==> src/rtl/pipo_arb_pkg.sv <==
// pipo_arb_pkg: shared constants for the pipo_arb write arbiter.
//   IDLE/BUSY      : FSM state encoding
//   N_DEF / W_DEF  : default requester count and register width
//   STATS_MAX      : saturation value of the optional write counter
//   sat_inc8()     : saturating 8-bit increment used by the write counter
package pipo_arb_pkg;

    localparam logic IDLE = 1'b0;
    localparam logic BUSY = 1'b1;

    localparam int N_DEF = 4;
    localparam int W_DEF = 4;

    localparam logic [7:0] STATS_MAX = 8'd255;

    function automatic logic [7:0] sat_inc8(input logic [7:0] v);
        return (v == STATS_MAX) ? v : (v + 8'd1);
    endfunction

endpackage

==> src/rtl/pipo_arb_pick.sv <==
// rr_pick: purely combinational round-robin winner selection.
//   req     : N request bits
//   ptr     : index where the scan starts (highest priority)
//   win_idx : first set request found scanning ptr, ptr+1, ... modulo N
//   win_vld : high when any request is set
module rr_pick #(
    parameter int N  = 4,
    parameter int PW = 2
) (
    input  logic [N-1:0]  req,
    input  logic [PW-1:0] ptr,
    output logic [PW-1:0] win_idx,
    output logic          win_vld
);

    // Scan from the farthest offset back to offset 0 so the nearest set bit is kept last.
    always_comb begin
        int          idx_i;
        logic [PW-1:0] idx_s;
        win_idx = '0;
        win_vld = 1'b0;
        for (int k = N - 1; k >= 0; k--) begin
            idx_i   = (int'(ptr) + k) % N;
            idx_s   = PW'(idx_i);
            win_idx = req[idx_s] ? idx_s : win_idx;
            win_vld = win_vld | req[idx_s];
        end
    end

endmodule

==> src/rtl/pipo_arb.sv <==
// pipo_arb: round-robin write arbiter owning a W-bit parallel register.
//   clk      : clock, rising edge
//   clr      : asynchronous active-high reset
//   req      : per-requester write request, held until ack
//   d        : flat write data, requester i on d[i*W +: W]
//   clr_req  : request to zero the register (beats writes in IDLE)
//   ack      : one-hot write acknowledge, high during the BUSY cycle
//   clr_ack  : one-cycle clear acknowledge (registered)
//   q        : register contents (registered)
//   busy     : high while in BUSY
//   gnt_idx  : current or last grantee (registered)
//   wr_cnt   : saturating count of completed writes, only when
//              PIPO_ARB_STATS_EN is defined
module pipo_arb
    import pipo_arb_pkg::*;
#(
    parameter int N = N_DEF,
    parameter int W = W_DEF
) (
    input  logic                 clk,
    input  logic                 clr,
    input  logic [N-1:0]         req,
    input  logic [N*W-1:0]       d,
    input  logic                 clr_req,
    output logic [N-1:0]         ack,
    output logic                 clr_ack,
    output logic [W-1:0]         q,
    output logic                 busy,
    output logic [$clog2(N)-1:0] gnt_idx
`ifdef PIPO_ARB_STATS_EN
    ,
    output logic [7:0]           wr_cnt
`endif
);

    localparam int PW = $clog2(N);

    logic          state_r;
    logic [PW-1:0] ptr_r;
    logic [PW-1:0] gnt_r;
    logic [W-1:0]  q_r;
    logic          clr_ack_r;

    logic [PW-1:0] win_idx_s;
    logic          win_vld_s;
    logic [W-1:0]  sel_d_s;
    logic [N-1:0]  ack_s;
    logic [PW-1:0] ptr_nxt_s;

    rr_pick #(
        .N  (N),
        .PW (PW)
    ) u_pick (
        .req     (req),
        .ptr     (ptr_r),
        .win_idx (win_idx_s),
        .win_vld (win_vld_s)
    );

    // Grantee data mux and ack decode; ack depends only on registered state.
    always_comb begin
        sel_d_s = '0;
        ack_s   = '0;
        for (int i = 0; i < N; i++) begin
            sel_d_s  = (gnt_r == PW'(i)) ? d[i*W +: W] : sel_d_s;
            ack_s[i] = (state_r == BUSY) && (gnt_r == PW'(i));
        end
    end

    // Pointer moves just past the grantee, wrapping at N-1 (N need not be a power of two).
    assign ptr_nxt_s = (gnt_r == PW'(N - 1)) ? '0 : (gnt_r + PW'(1));

    // Arbitration FSM and register ownership.
    always_ff @(posedge clk or posedge clr) begin
        if (clr) begin
            state_r   <= IDLE;
            ptr_r     <= '0;
            gnt_r     <= '0;
            q_r       <= '0;
            clr_ack_r <= 1'b0;
        end else begin
            clr_ack_r <= 1'b0;
            case (state_r)
                IDLE: begin
                    if (clr_req) begin
                        q_r       <= '0;
                        clr_ack_r <= 1'b1;
                    end else if (win_vld_s) begin
                        gnt_r   <= win_idx_s;
                        state_r <= BUSY;
                    end else begin
                        state_r <= IDLE;
                    end
                end
                BUSY: begin
                    q_r     <= sel_d_s;
                    ptr_r   <= ptr_nxt_s;
                    state_r <= IDLE;
                end
                default: begin
                    state_r <= IDLE;
                end
            endcase
        end
    end

`ifdef PIPO_ARB_STATS_EN
    logic [7:0] wr_cnt_r;

    // Completed-write counter: one step per BUSY cycle, saturating.
    always_ff @(posedge clk or posedge clr) begin
        if (clr) begin
            wr_cnt_r <= 8'd0;
        end else if (state_r == BUSY) begin
            wr_cnt_r <= sat_inc8(wr_cnt_r);
        end else begin
            wr_cnt_r <= wr_cnt_r;
        end
    end

    assign wr_cnt = wr_cnt_r;
`endif

    assign ack     = ack_s;
    assign busy    = (state_r == BUSY);
    assign q       = q_r;
    assign clr_ack = clr_ack_r;
    assign gnt_idx = gnt_r;

endmodule

==> config.mk <==
export PLATFORM = sky130hd
export DESIGN_NAME = pipo_arb
export DESIGN_NICKNAME = d
export VERILOG_FILES = /design/src/rtl/pipo_arb_pkg.sv /design/src/rtl/pipo_arb_pick.sv /design/src/rtl/pipo_arb.sv
export SDC_FILE = /design/constraint.sdc
export NUM_CORES = 1
export LEC_CHECK = 0
export CORE_ASPECT_RATIO = 0.8
export CORE_MARGIN = 3
export CORE_UTILIZATION = 29
export CTS_BUF_LIST = sky130_fd_sc_hd__clkbuf_8
export DETAILED_ROUTE_END_ITERATION = 16
export DONT_BUFFER_PORTS = 1
export HOLD_SLACK_MARGIN = 0.12
export SLEW_MARGIN = 20
export SYNTH_ARGS = -nofsm -noshare
export SYNTH_HDL_FRONTEND = slang
export SYNTH_SLANG_ARGS = --single-unit
export TNS_END_PERCENT = 20
==> constraint.sdc <==
create_clock -name clk -period 2.65 [get_ports clk]
set_input_delay 0.53 -clock clk [delete_from_list [all_inputs] [get_ports clk]]
set_output_delay 0.53 -clock clk [all_outputs]
set_load 0.02 [all_outputs]
==> summary.md <==
| Metric | Value |
|---|---|
| Status | complete, no violations |
| Total grt overflow | 0 |
| RSZ-0062 raised after global routing | no |
| Switching Fraction | between 30% and 40% |
| Vias in the first global route | 532 |
| Dominant synthesized flop cell | dfrtp_1 |
| Critical path peak fanout | 10 |
| Maximum VDD drop | 0.000270 V |
| DIE AREA | just over 3000 um2 |
| Proportion of synthesized area in mux cells | 3.06% |
| Max Cap Violations | 0 |
| Int Power | between 0.4 and 0.5 mW |
| Critical path arrival | 1530 ps |
| Most common cell after layout, fill and taps aside | nand2_1 |
| CTS tree | built |
| Area Overhead vs Synth | 10.3% |
| Filler cell count | 224 |
| Fin Setup TNS | 0 ps |
| Pins Over Slew Limit | 0 |
| CTS clk-pin slew, worst paths | 50 ps |
| Mean area per synthesized cell | 9.14 um2 |
| Startpoint types | flip-flop |
| Synth Area in Adders | 7.21% |
| Clk root buf | clkbuf_8 |
| Placer Congestion | 0.737 |
| Initial core utilization | 31.4% |
| Synth unique cells | 27 |
| Synth Area in XOR/XNOR | 0% |
| Area after DPL | 711 um2 |
| Post-Synth Simple-Gate Area | 26.3% |
| Antenna diodes | 0 |
| Mapped Area | 694 um2 |
| Seq/Total Area, Yosys | a little over a third |
| ANT nets after route | 0 |
| Die height | 49.8 um |
| Die Width | 60.7 um |
| Most frequent cells in the layout | 12 x nand2_1, 10 x dfrtp_1, 7 x nor2b_1 |
| Post CTS Setup Buffer Count | 0 |
| First-pass GRT wire length | ~2600 um |
| # IOs | 35 |
| Fin. Hold Viols | 0 |
| Main combinational cell family by area after synthesis | simple AND/OR/NAND/NOR gates |
| Synth Warn # | 0 |
| Max Root-Sink Buffers | 2 |
| Clock Power Share | 26.3% |
| Cell Rows | 15 |
| Final Skew | 3.61 ps |
| 1st-pass router iterations | 2 |
| Cell Pwr Density | 948 nW/um2 |
| Compound-Gate Fraction of Synth Area | 22.0% |
| Routed vias | 560 |
| Ys async rst share | 100% |
| Via density | around 5.5 |
| Critical path type | reg2out |
| Worst-skew pair later-pin latency | ~240 ps |
| Initial antenna violation count | 0 |
| # resized after CTS | 0 |
| Synthesized flop and latch total | 10 |
| Logic pwr share | between 30% and 40% |
| Final Cell Area | 766 um2 |
| Placeable Area | between 2000 and 2500 um2 |
| Clock Sinks | 10 |
| Final nets | approximately 110 |
| Leak | 0.332 nW |
| Max Freq | about 500 MHz |
| WL final | 1690 um |
| Largest net degree at the start of global routing | 18 |
| 1st-iter DRT viols | 48 |
| H-tree depth | 1 |
| CTS Hold Bufs | 0 |
| Switching pwr | 0.286 mW |
| Final worst hold slack | between 150 and 200 ps |
| Slew HR | 51.0% |
| Avg WL per Cell | 16.5 um |
| Total CTS buffers | 3 |
| Post-DP HPWL | 1310 um |
| CP Data Required Time | around 2100 ps |
| Setup crit end kind | primary output |
| Seq pwr share | 40.3% |
| HP Class | in2async |
| Layout cell share with drive strength beyond 1 | 14.3% |
| Worst slew pin tran | roughly 740 ps |
| Fin crit period | 2060 ps |
| Syn nets | 103 |
| Cell count after synthesis | 76 |
| Port bufs | 0 |
| DRC | 0 |
| Tcrit/Tclk final | 77.6% |
| GRT Total Usage | a little under an eighth |
| Post-synth EDFFs | 0 |
| Final setup violation count | 0 |
metrics by stage:
stage	power (mW)	cells	setup slack, ps	utilization [%]
after CTS	0.740	102	563	34.6
after floorplan	0.483	76	1000	-
after global routing	0.783	102	491	34.6
final	0.726	102	594	34.6
after global placement	0.532	98	857	32.1
after detailed placement	0.540	98	829	32.1
worst paths after layout:
kind                       slack [ps]                     end                   start  cells past startpoint
setup / recovery                  590                  ack[3]  gnt_idx[0]$_DFFE_PP0P_                      2
hold / removal                    160        q[2]$_DFFE_PP0N_                     clr                      1
setup reg to reg                  960        q[3]$_DFFE_PP0N_  gnt_idx[0]$_DFFE_PP0P_                      5
hold reg to reg                   630    ptr_r[1]$_DFFE_PP0P_    ptr_r[1]$_DFFE_PP0P_                      1
max in group asynchronous        2210  gnt_idx[0]$_DFFE_PP0P_                     clr                      1
min in group clk                  430       clr_ack$_DFF_PP0_                 clr_req                      1
final cells by class:
cell class	instances	area (um2)	share of cell area, %
clock buffers	4	55.1	7.19
well taps	25	31.3	4.08
multi-input cells	57	407	53.1
flip-flops and latches	10	250	32.7
inverters	6	22.5	2.94
cells by family (layout without fill, tap and decap cells):
group / after synthesis / count (layout)
compound gates: 20 / 20
fa+ha+maj: 4 / 4
flops: 10 / 10
mux: 2 / 2
simple gates: 31 / 31
buf+inv: 9 / 10
cells in the mapped netlist, drive strengths merged (2+ instances only):
| cell type | instances | area [um2] |
|---|---|---|
| nand2b | 2 | 20.0 |
| ha | 4 | 50.1 |
| o21ai | 4 | 20.0 |
| o211ai | 3 | 22.5 |
| and2 | 4 | 25.0 |
| nor3b | 2 | 15.0 |
| a21oi | 3 | 15.0 |
| o31ai | 3 | 22.5 |
| nor2 | 3 | 21.3 |
| nand2 | 12 | 45.0 |
| inv | 6 | 22.5 |
| nor2b | 7 | 43.8 |
| a32o | 3 | 31.3 |
| buf | 3 | 15.0 |
| dfrtp | 10 | 250 |
power by group through the flow:
stage / Clock (mW) / Sequential [mW] / Combinational (mW)
finish: 0.191 / 0.293 / 0.243
global placement: 0 / 0.292 / 0.239
global route: 0.207 / 0.302 / 0.274
detailed placement: 0 / 0.295 / 0.245
floorplan: 0 / 0.276 / 0.206
CTS: 0.201 / 0.294 / 0.245
layer usage:
metal / routed length [um] / track usage [%]
met5: 0 / 0
met4: 29 / 6.50
met3: 191 / 6.02
met2: 660 / 14.8
met1: 806 / 16.3
registers in the layout, summed over array words and instances (netlist names):
name     count
clr_ack      1
busy         1
gnt_idx      2
q            4
ptr_r        2
critical path: stages (launching register included):
cell and delay (ps):
dfrtp_1 530, ha_1 430, and2_1 330
Power figures use the tool's default switching activity.
